**src/rtl/pcie_ep_pkg.sv**
```systemverilog
// rtl/pcie_ep_pkg.sv - shared register map, command bits and message FSM states
// for the endpoint configuration block.
package pcie_ep_pkg;

    localparam logic [5:0] REG_ID       = 6'h00;
    localparam logic [5:0] REG_CMDSTS   = 6'h01;
    localparam logic [5:0] REG_BAR0     = 6'h02;
    localparam logic [5:0] REG_INT_PEND = 6'h08;
    localparam logic [5:0] REG_INT_MASK = 6'h09;
    localparam logic [5:0] REG_GPIO_OUT = 6'h0A;
    localparam logic [5:0] REG_GPIO_IN  = 6'h0B;

    localparam int CMD_MEM_EN     = 1;
    localparam int CMD_BUS_MASTER = 2;
    localparam int CMD_INT_DIS    = 10;

    // Only the implemented command bits are storable; the rest read as zero.
    localparam logic [15:0] CMD_IMPL_MASK = 16'h0406;

    typedef enum logic [1:0] {
        IDLE,
        SEND,
        GAP
    } msg_state_e;

    function automatic logic [31:0] be_to_mask(input logic [3:0] be);
        return {{8{be[3]}}, {8{be[2]}}, {8{be[1]}}, {8{be[0]}}};
    endfunction

endpackage

```
**src/rtl/pcie_ep_int_ctrl.sv**
```systemverilog
// rtl/pcie_ep_int_ctrl.sv - edge-triggered interrupt pending/sent tracking and
// MSI-style message FSM with lowest-index-first arbitration.
module pcie_ep_int_ctrl #(
    parameter int NUM_INT = 4
) (
    input  logic               clk,
    input  logic               rst,
    input  logic [NUM_INT-1:0] int_in,
    input  logic [NUM_INT-1:0] mask,
    input  logic [NUM_INT-1:0] w1c,
    input  logic               bus_master,
    input  logic               msg_ready,
    output logic [NUM_INT-1:0] pend,
    output logic               irq,
    output logic               msg_valid,
    output logic [4:0]         msg_vector
);
    import pcie_ep_pkg::*;

    logic [NUM_INT-1:0] int_prev_q;
    logic [NUM_INT-1:0] pend_q, pend_d;
    logic [NUM_INT-1:0] sent_q, sent_d;
    logic [NUM_INT-1:0] rise, cand, sent_set;
    logic [4:0]         vec_q, vec_d;
    msg_state_e         state_q, state_d;

    function automatic logic [4:0] lowest_set(input logic [NUM_INT-1:0] v);
        logic [4:0] idx;
        idx = '0;
        for (int i = NUM_INT - 1; i >= 0; i--) begin
            if (v[i]) idx = 5'(i);
        end
        return idx;
    endfunction

    always_comb begin
        rise     = int_in & ~int_prev_q;
        pend_d   = (pend_q & ~w1c) | rise;
        cand     = pend_q & mask & ~sent_q;
        state_d  = state_q;
        vec_d    = vec_q;
        sent_set = '0;
        msg_valid = 1'b0;
        case (state_q)
            // GAP re-arbitrates so consecutive messages are separated by one cycle.
            IDLE, GAP: begin
                if (bus_master && (|cand)) begin
                    vec_d   = lowest_set(cand);
                    state_d = SEND;
                end else begin
                    state_d = IDLE;
                end
            end
            SEND: begin
                msg_valid = 1'b1;
                if (msg_ready) begin
                    for (int i = 0; i < NUM_INT; i++) begin
                        if (vec_q == 5'(i)) sent_set[i] = 1'b1;
                    end
                    state_d = GAP;
                end
            end
            default: state_d = IDLE;
        endcase
        // A fresh edge re-arms the vector even if the pending bit never dropped.
        sent_d = (sent_q | sent_set) & pend_d & ~rise;
    end

    always_ff @(posedge clk) begin
        if (rst) begin
            int_prev_q <= '0;
            pend_q     <= '0;
            sent_q     <= '0;
            vec_q      <= '0;
            state_q    <= IDLE;
        end else begin
            int_prev_q <= int_in;
            pend_q     <= pend_d;
            sent_q     <= sent_d;
            vec_q      <= vec_d;
            state_q    <= state_d;
        end
    end

    assign pend       = pend_q;
    assign irq        = |(pend_q & mask);
    assign msg_vector = vec_q;

endmodule

```
**src/rtl/pcie_ep_cfg_ctrl.sv**
```systemverilog
// rtl/pcie_ep_cfg_ctrl.sv - endpoint config register file, config port,
// BAR address decode and GPIO; interrupts delegated to pcie_ep_int_ctrl.
module pcie_ep_cfg_ctrl #(
    parameter int          NUM_BARS      = 2,
    parameter int          BAR_SIZE_LOG2 = 12,
    parameter int          NUM_INT       = 4,
    parameter int          GPIO_W        = 8,
    parameter logic [15:0] VENDOR_ID     = 16'h10EE,
    parameter logic [15:0] DEVICE_ID     = 16'h0001
) (
    input  logic                clk,
    input  logic                rst,
    input  logic                cfg_req,
    input  logic                cfg_we,
    input  logic [5:0]          cfg_addr,
    input  logic [31:0]         cfg_wdata,
    input  logic [3:0]          cfg_be,
    output logic                cfg_ack,
    output logic [31:0]         cfg_rdata,
    input  logic                tl_addr_valid,
    input  logic [31:0]         tl_addr,
    output logic                tl_hit_valid,
    output logic [NUM_BARS-1:0] tl_bar_hit,
    input  logic [NUM_INT-1:0]  int_in,
    output logic                int_level,
    output logic                msg_valid,
    output logic [4:0]          msg_vector,
    input  logic                msg_ready,
    input  logic [GPIO_W-1:0]   gpio_in,
    output logic [GPIO_W-1:0]   gpio_out
);
    import pcie_ep_pkg::*;

    localparam logic [31:0] BAR_MASK = ~((32'h1 << BAR_SIZE_LOG2) - 32'h1);

    logic [15:0]         cmd_q, cmd_d;
    logic [31:0]         bar_q [NUM_BARS];
    logic [31:0]         bar_d [NUM_BARS];
    logic [NUM_INT-1:0]  mask_q, mask_d, w1c, pend;
    logic [GPIO_W-1:0]   gpio_out_q, gpio_out_d, gpio_s1_q, gpio_s2_q;
    logic                cfg_ack_q;
    logic [31:0]         cfg_rdata_q, rd_data, be_mask;
    logic [15:0]         status;
    logic [NUM_BARS-1:0] hit_q, hit_d;
    logic                hit_valid_q, irq_raw, wr_en;

    always_comb begin
        be_mask    = be_to_mask(cfg_be);
        wr_en      = cfg_req & cfg_we;
        cmd_d      = cmd_q;
        mask_d     = mask_q;
        gpio_out_d = gpio_out_q;
        w1c        = '0;
        for (int n = 0; n < NUM_BARS; n++) bar_d[n] = bar_q[n];
        if (wr_en) begin
            if (cfg_addr == REG_CMDSTS)
                cmd_d = ((cmd_q & ~be_mask[15:0]) | (cfg_wdata[15:0] & be_mask[15:0])) & CMD_IMPL_MASK;
            for (int n = 0; n < NUM_BARS; n++) begin
                if (cfg_addr == REG_BAR0 + 6'(n))
                    bar_d[n] = ((bar_q[n] & ~be_mask) | (cfg_wdata & be_mask)) & BAR_MASK;
            end
            for (int i = 0; i < NUM_INT; i++) begin
                if (cfg_addr == REG_INT_MASK) mask_d[i] = be_mask[i] ? cfg_wdata[i] : mask_q[i];
                if (cfg_addr == REG_INT_PEND) w1c[i] = be_mask[i] & cfg_wdata[i];
            end
            for (int i = 0; i < GPIO_W; i++) begin
                if (cfg_addr == REG_GPIO_OUT) gpio_out_d[i] = be_mask[i] ? cfg_wdata[i] : gpio_out_q[i];
            end
        end
    end

    // Reads use pre-write state, so a same-cycle write is not visible.
    always_comb begin
        status  = {12'h000, irq_raw, 3'b000};
        rd_data = '0;
        case (cfg_addr)
            REG_ID:       rd_data = {DEVICE_ID, VENDOR_ID};
            REG_CMDSTS:   rd_data = {status, cmd_q};
            REG_INT_PEND: for (int i = 0; i < NUM_INT; i++) rd_data[i] = pend[i];
            REG_INT_MASK: for (int i = 0; i < NUM_INT; i++) rd_data[i] = mask_q[i];
            REG_GPIO_OUT: for (int i = 0; i < GPIO_W; i++) rd_data[i] = gpio_out_q[i];
            REG_GPIO_IN:  for (int i = 0; i < GPIO_W; i++) rd_data[i] = gpio_s2_q[i];
            default:      rd_data = '0;
        endcase
        for (int n = 0; n < NUM_BARS; n++) begin
            if (cfg_addr == REG_BAR0 + 6'(n)) rd_data = bar_q[n];
        end
    end

    always_comb begin
        for (int n = 0; n < NUM_BARS; n++) begin
            hit_d[n] = tl_addr_valid & cmd_q[CMD_MEM_EN] & (bar_q[n] != 32'h0)
                     & ((tl_addr & BAR_MASK) == bar_q[n]);
        end
    end

    always_ff @(posedge clk) begin
        if (rst) begin
            cmd_q       <= '0;
            mask_q      <= '0;
            gpio_out_q  <= '0;
            gpio_s1_q   <= '0;
            gpio_s2_q   <= '0;
            cfg_ack_q   <= 1'b0;
            cfg_rdata_q <= '0;
            hit_q       <= '0;
            hit_valid_q <= 1'b0;
            for (int n = 0; n < NUM_BARS; n++) bar_q[n] <= '0;
        end else begin
            cmd_q       <= cmd_d;
            mask_q      <= mask_d;
            gpio_out_q  <= gpio_out_d;
            gpio_s1_q   <= gpio_in;
            gpio_s2_q   <= gpio_s1_q;
            cfg_ack_q   <= cfg_req;
            cfg_rdata_q <= (cfg_req && !cfg_we) ? rd_data : 32'h0;
            hit_q       <= hit_d;
            hit_valid_q <= tl_addr_valid;
            for (int n = 0; n < NUM_BARS; n++) bar_q[n] <= bar_d[n];
        end
    end

    pcie_ep_int_ctrl #(
        .NUM_INT(NUM_INT)
    ) u_int_ctrl (
        .clk        (clk),
        .rst        (rst),
        .int_in     (int_in),
        .mask       (mask_q),
        .w1c        (w1c),
        .bus_master (cmd_q[CMD_BUS_MASTER]),
        .msg_ready  (msg_ready),
        .pend       (pend),
        .irq        (irq_raw),
        .msg_valid  (msg_valid),
        .msg_vector (msg_vector)
    );

    assign cfg_ack      = cfg_ack_q;
    assign cfg_rdata    = cfg_rdata_q;
    assign tl_hit_valid = hit_valid_q;
    assign tl_bar_hit   = hit_q;
    assign int_level    = irq_raw & ~cmd_q[CMD_INT_DIS];
    assign gpio_out     = gpio_out_q;

endmodule

```
**config.mk**
```make
export PLATFORM = sky130hd
export DESIGN_NAME = pcie_ep_cfg_ctrl
export DESIGN_NICKNAME = d
export VERILOG_FILES = /design/src/rtl/pcie_ep_pkg.sv /design/src/rtl/pcie_ep_int_ctrl.sv /design/src/rtl/pcie_ep_cfg_ctrl.sv
export SDC_FILE = /design/constraint.sdc
export NUM_CORES = 1
export LEC_CHECK = 0
export CORE_MARGIN = 1.5
export CORE_UTILIZATION = 48
export CTS_CLUSTER_SIZE = 10
export DETAILED_ROUTE_END_ITERATION = 8
export PLACE_DENSITY_LB_ADDON = 0.12
export REMOVE_ABC_BUFFERS = 1
export SLEW_MARGIN = 20
export SYNTH_ARGS = -nofsm -noshare
export SYNTH_HDL_FRONTEND = slang
export SYNTH_SLANG_ARGS = --single-unit
```
**constraint.sdc**
```tcl
create_clock -name clk -period 2.35 [get_ports clk]
set_input_delay 0.5875 -clock clk [delete_from_list [all_inputs] [get_ports clk]]
set_output_delay 0.5875 -clock clk [all_outputs]
set_load 0.02 [all_outputs]
```
==> results_dict.tcl <==
set metrics [dict create \
    status "finished, final reports clean" \
    die_w_um 105 \
    crit_path_max_fanout 3 \
    area.growth.synth_to_final_pct 42.3 \
    num_rows 37 \
    routedWlPerCell_um 16.4 \
    rsz0062_at_grt "false" \
    worstPathRequired_ns 1.76 \
    ys_seq_area_share_pct 47.7 \
    relSlewSlack_pct 51.8 \
    gr-total-overflow 0 \
    synthArstFlopShare_pct 0 \
    pwr-share-seq_pct 41.7 \
    grt.total_usage_pct 24.9 \
    fin_hold_ws_ns 0.341 \
    cts.repair.resized 2 \
    crit_type "register to output port" \
    postCtsHoldBufs 0 \
    num_vias 4274 \
    avgViaCountPerCell 5.28 \
    cts_tree "yes" \
    rr_worst_depth 4 \
    drv_slew 0 \
    cp.arrival_ns 1.70 \
    hp-class "primary input to register" \
    worstSetupStartpoint "mask_q[1]" \
    finalClockSkew_ns 0.00983 \
    leakagePower_nw 2.62 \
    grt_pass1_vias 4384 \
    syn_area_per_cell_sq_um 9.81 \
    final_common_cell "dfxtp_1" \
    drcViolationCount 0 \
    power.internal_w 0.00388 \
    tightest_slew_ns 0.722 \
    ctsLongestPathBuffers 2 \
    coreArea_sq_mm 0.0102 \
    drtIter0Drc 141 \
    synth_seq_cells 120 \
    crit_chain "nand2_1 -> nand4_1 -> nor2b_1 -> dlygate4sd2_1" \
    routed_wl_um 13200 \
    antenna_found_initial 0 \
    r2r_slack_ns 0.70 \
    pwr-share-clk_pct 51.1 \
    hold_viol 0 \
    mostFrequentLayoutCells "dfxtp_1, clkdlybuf4s50_1, nor2_1, mux2i_1, nor2b_1" \
    cp-endpoint "int_level" \
    clockRootBuffer "clkbuf_8" \
    utilization_pct 70.0 \
    finalSetupViolCount 0 \
    period_share_pct 97.4 \
    post_cts_buffers 0 \
    grt_first_pass_wirelength_um 21400 \
    worstSetupEndpointType "output port" \
    yosys_warnings 0 \
    cts_inserted_buffers 17 \
    port_buffers 121 \
    cts.sinks 120 \
    antenna_cells 0 \
    ant_nets 0 \
    postSynthCellCount 513 \
    ioPinCount 143 \
    synth_flop_cell "dfxtp_1" \
    combPwrFrac_pct 7.2 \
    synth-edff-count 0 \
    grt_start_max_net_pins 73 \
    globalplace.congestion 0.932 \
    clk_pin_slew_worst_paths_ns 0.06 \
    final.min_clock_period_ns 2.29 \
    slowest_stage "dfxtp_1" \
    cpPeakStageDelay_ns 0.37 \
    start_kind "register" \
    dp_hpwl_um 9670 \
    clk_latency_ns 0.53 \
    layout.nets 753 \
    min-delay-start "rst" \
    timing.rr.end "tl_bar_hit[0]" \
    irDropWorstVdd_v 0.000396 \
    htree_num_levels 4 \
    syn_area_sq_mm 0.00503 \
    die_h_um 105 \
    p_sw_w 0.00108 \
    drive_gt1_share_pct 12.0 \
    initial_utilization_pct 49.2 \
    dieArea_sq_mm 0.0111 \
    drv_cap 0 \
    synth.distinct_cells 48 \
    drt_pass1_iterations 5 \
    switching_share_pct 21.8 \
    fmax_ghz 0.437 \
    power_density_mw_per_mm2 694 \
]
-- worst min path at each step --
| stage | end | slack (ns) | cells after the start |
|---|---|---|---|
| 2_1_floorplan | gpio_s2_q[0] | 0.41 | 1 |
| 3_3_place_gp | gpio_s2_q[6] | 0.42 | 1 |
| 3_5_place_dp | gpio_s2_q[1] | 0.42 | 1 |
| 4_1_cts | gpio_s1_q[1] | 0.34 | 2 |
| 5_1_grt | gpio_out[3] | 0.36 | 2 |
| 6_report | gpio_s1_q[1] | 0.34 | 2 |
-- Yosys cell counts (2+ instances only) --
library cell	number	area, sq um
a2bb2oi_1	2	17.5
xor2_1	22	193
o2111ai_1	2	17.5
nand2_1	20	75.1
inv_1	4	15.0
a211oi_1	2	15.0
nor2_2	2	12.5
buf_2	2	10.0
nand3_1	6	30.0
o22a_1	2	17.5
clkbuf_1	17	63.8
a21oi_1	16	80.1
mux2_2	5	56.3
o21ai_0	6	30.0
nand4_1	5	31.3
buf_4	6	45.0
nor3_4	6	97.6
nor3_1	9	45.0
nor4_1	17	106
mux2i_1	58	581
xnor2_1	18	158
nor2_1	81	304
buf_6	2	22.5
nor4b_1	4	35.0
or4_1	3	22.5
nand2b_1	7	43.8
nor2b_1	28	175
dfxtp_1	120	2400
a31oi_1	2	12.5
a22oi_1	17	128
or3_1	4	25.0
o22ai_1	2	12.5
-- power by group through the flow --
stage / sequential [W] / clock (W) / combinational, W
finish: 0.00207 / 0.00254 / 0.000359
global route: 0.00207 / 0.00266 / 0.000384
CTS: 0.00207 / 0.00256 / 0.000358
floorplan: 0.00211 / 0 / 0.000110
global placement: 0.00211 / 0 / 0.000350
detailed placement: 0.00211 / 0 / 0.000355
-- metrics by stage --
stage	worst slack, ns	std cells	instance area (sq um)	setup TNS, ns	power [W]
after global placement	-0.260	778	6580	-12.87	0.00246
after detailed placement	-0.293	778	6580	-14.87	0.00247
after CTS	0.0704	809	7160	0	0.00499
final	0.0608	809	7160	0	0.00497
after floorplan	0.221	490	4900	0	0.00222
after global routing	0.000196	809	7160	0	0.00511
-- per-layer routing --
| layer | track usage, % | wire [um] | vias to the layer above |
|---|---|---|---|
| met5 | 0 | 0 | - |
| met4 | 12.0 | 279 | 0 |
| met3 | 6.12 | 720 | 29 |
| met2 | 43.9 | 6770 | 140 |
| met1 | 28.1 | 5460 | 2027 |
| li1 | - | - | 2078 |
-- final cells by class --
type | instances | area, sq um
repair buffers | 152 | 1500
inverters | 4 | 15.0
clock buffers | 19 | 432
well taps | 136 | 170
fillers | 777 | 3070
flip-flops and latches | 120 | 2400
clock inverters | 12 | 153
multi-input cells | 366 | 2490
-- cells by family after synthesis --
| logic type | after synthesis | share of synthesized area, % |
|---|---|---|
| compound gates | 54 | 7.11 |
| other cells | 1 | 0.0745 |
| flops | 120 | 47.7 |
| simple gates | 202 | 21.8 |
| buf+inv | 32 | 3.18 |
| mux | 64 | 13.1 |
| xor+xnor | 40 | 6.96 |
-- worst max-delay path: cells and delay by family (launching register included) --
kind	cells	cell delay (ns)
buffers and inverters	1	0.36
DFF	1	0.37
and+or+nand+nor	3	0.44
Power figures use the tool's default switching activity.
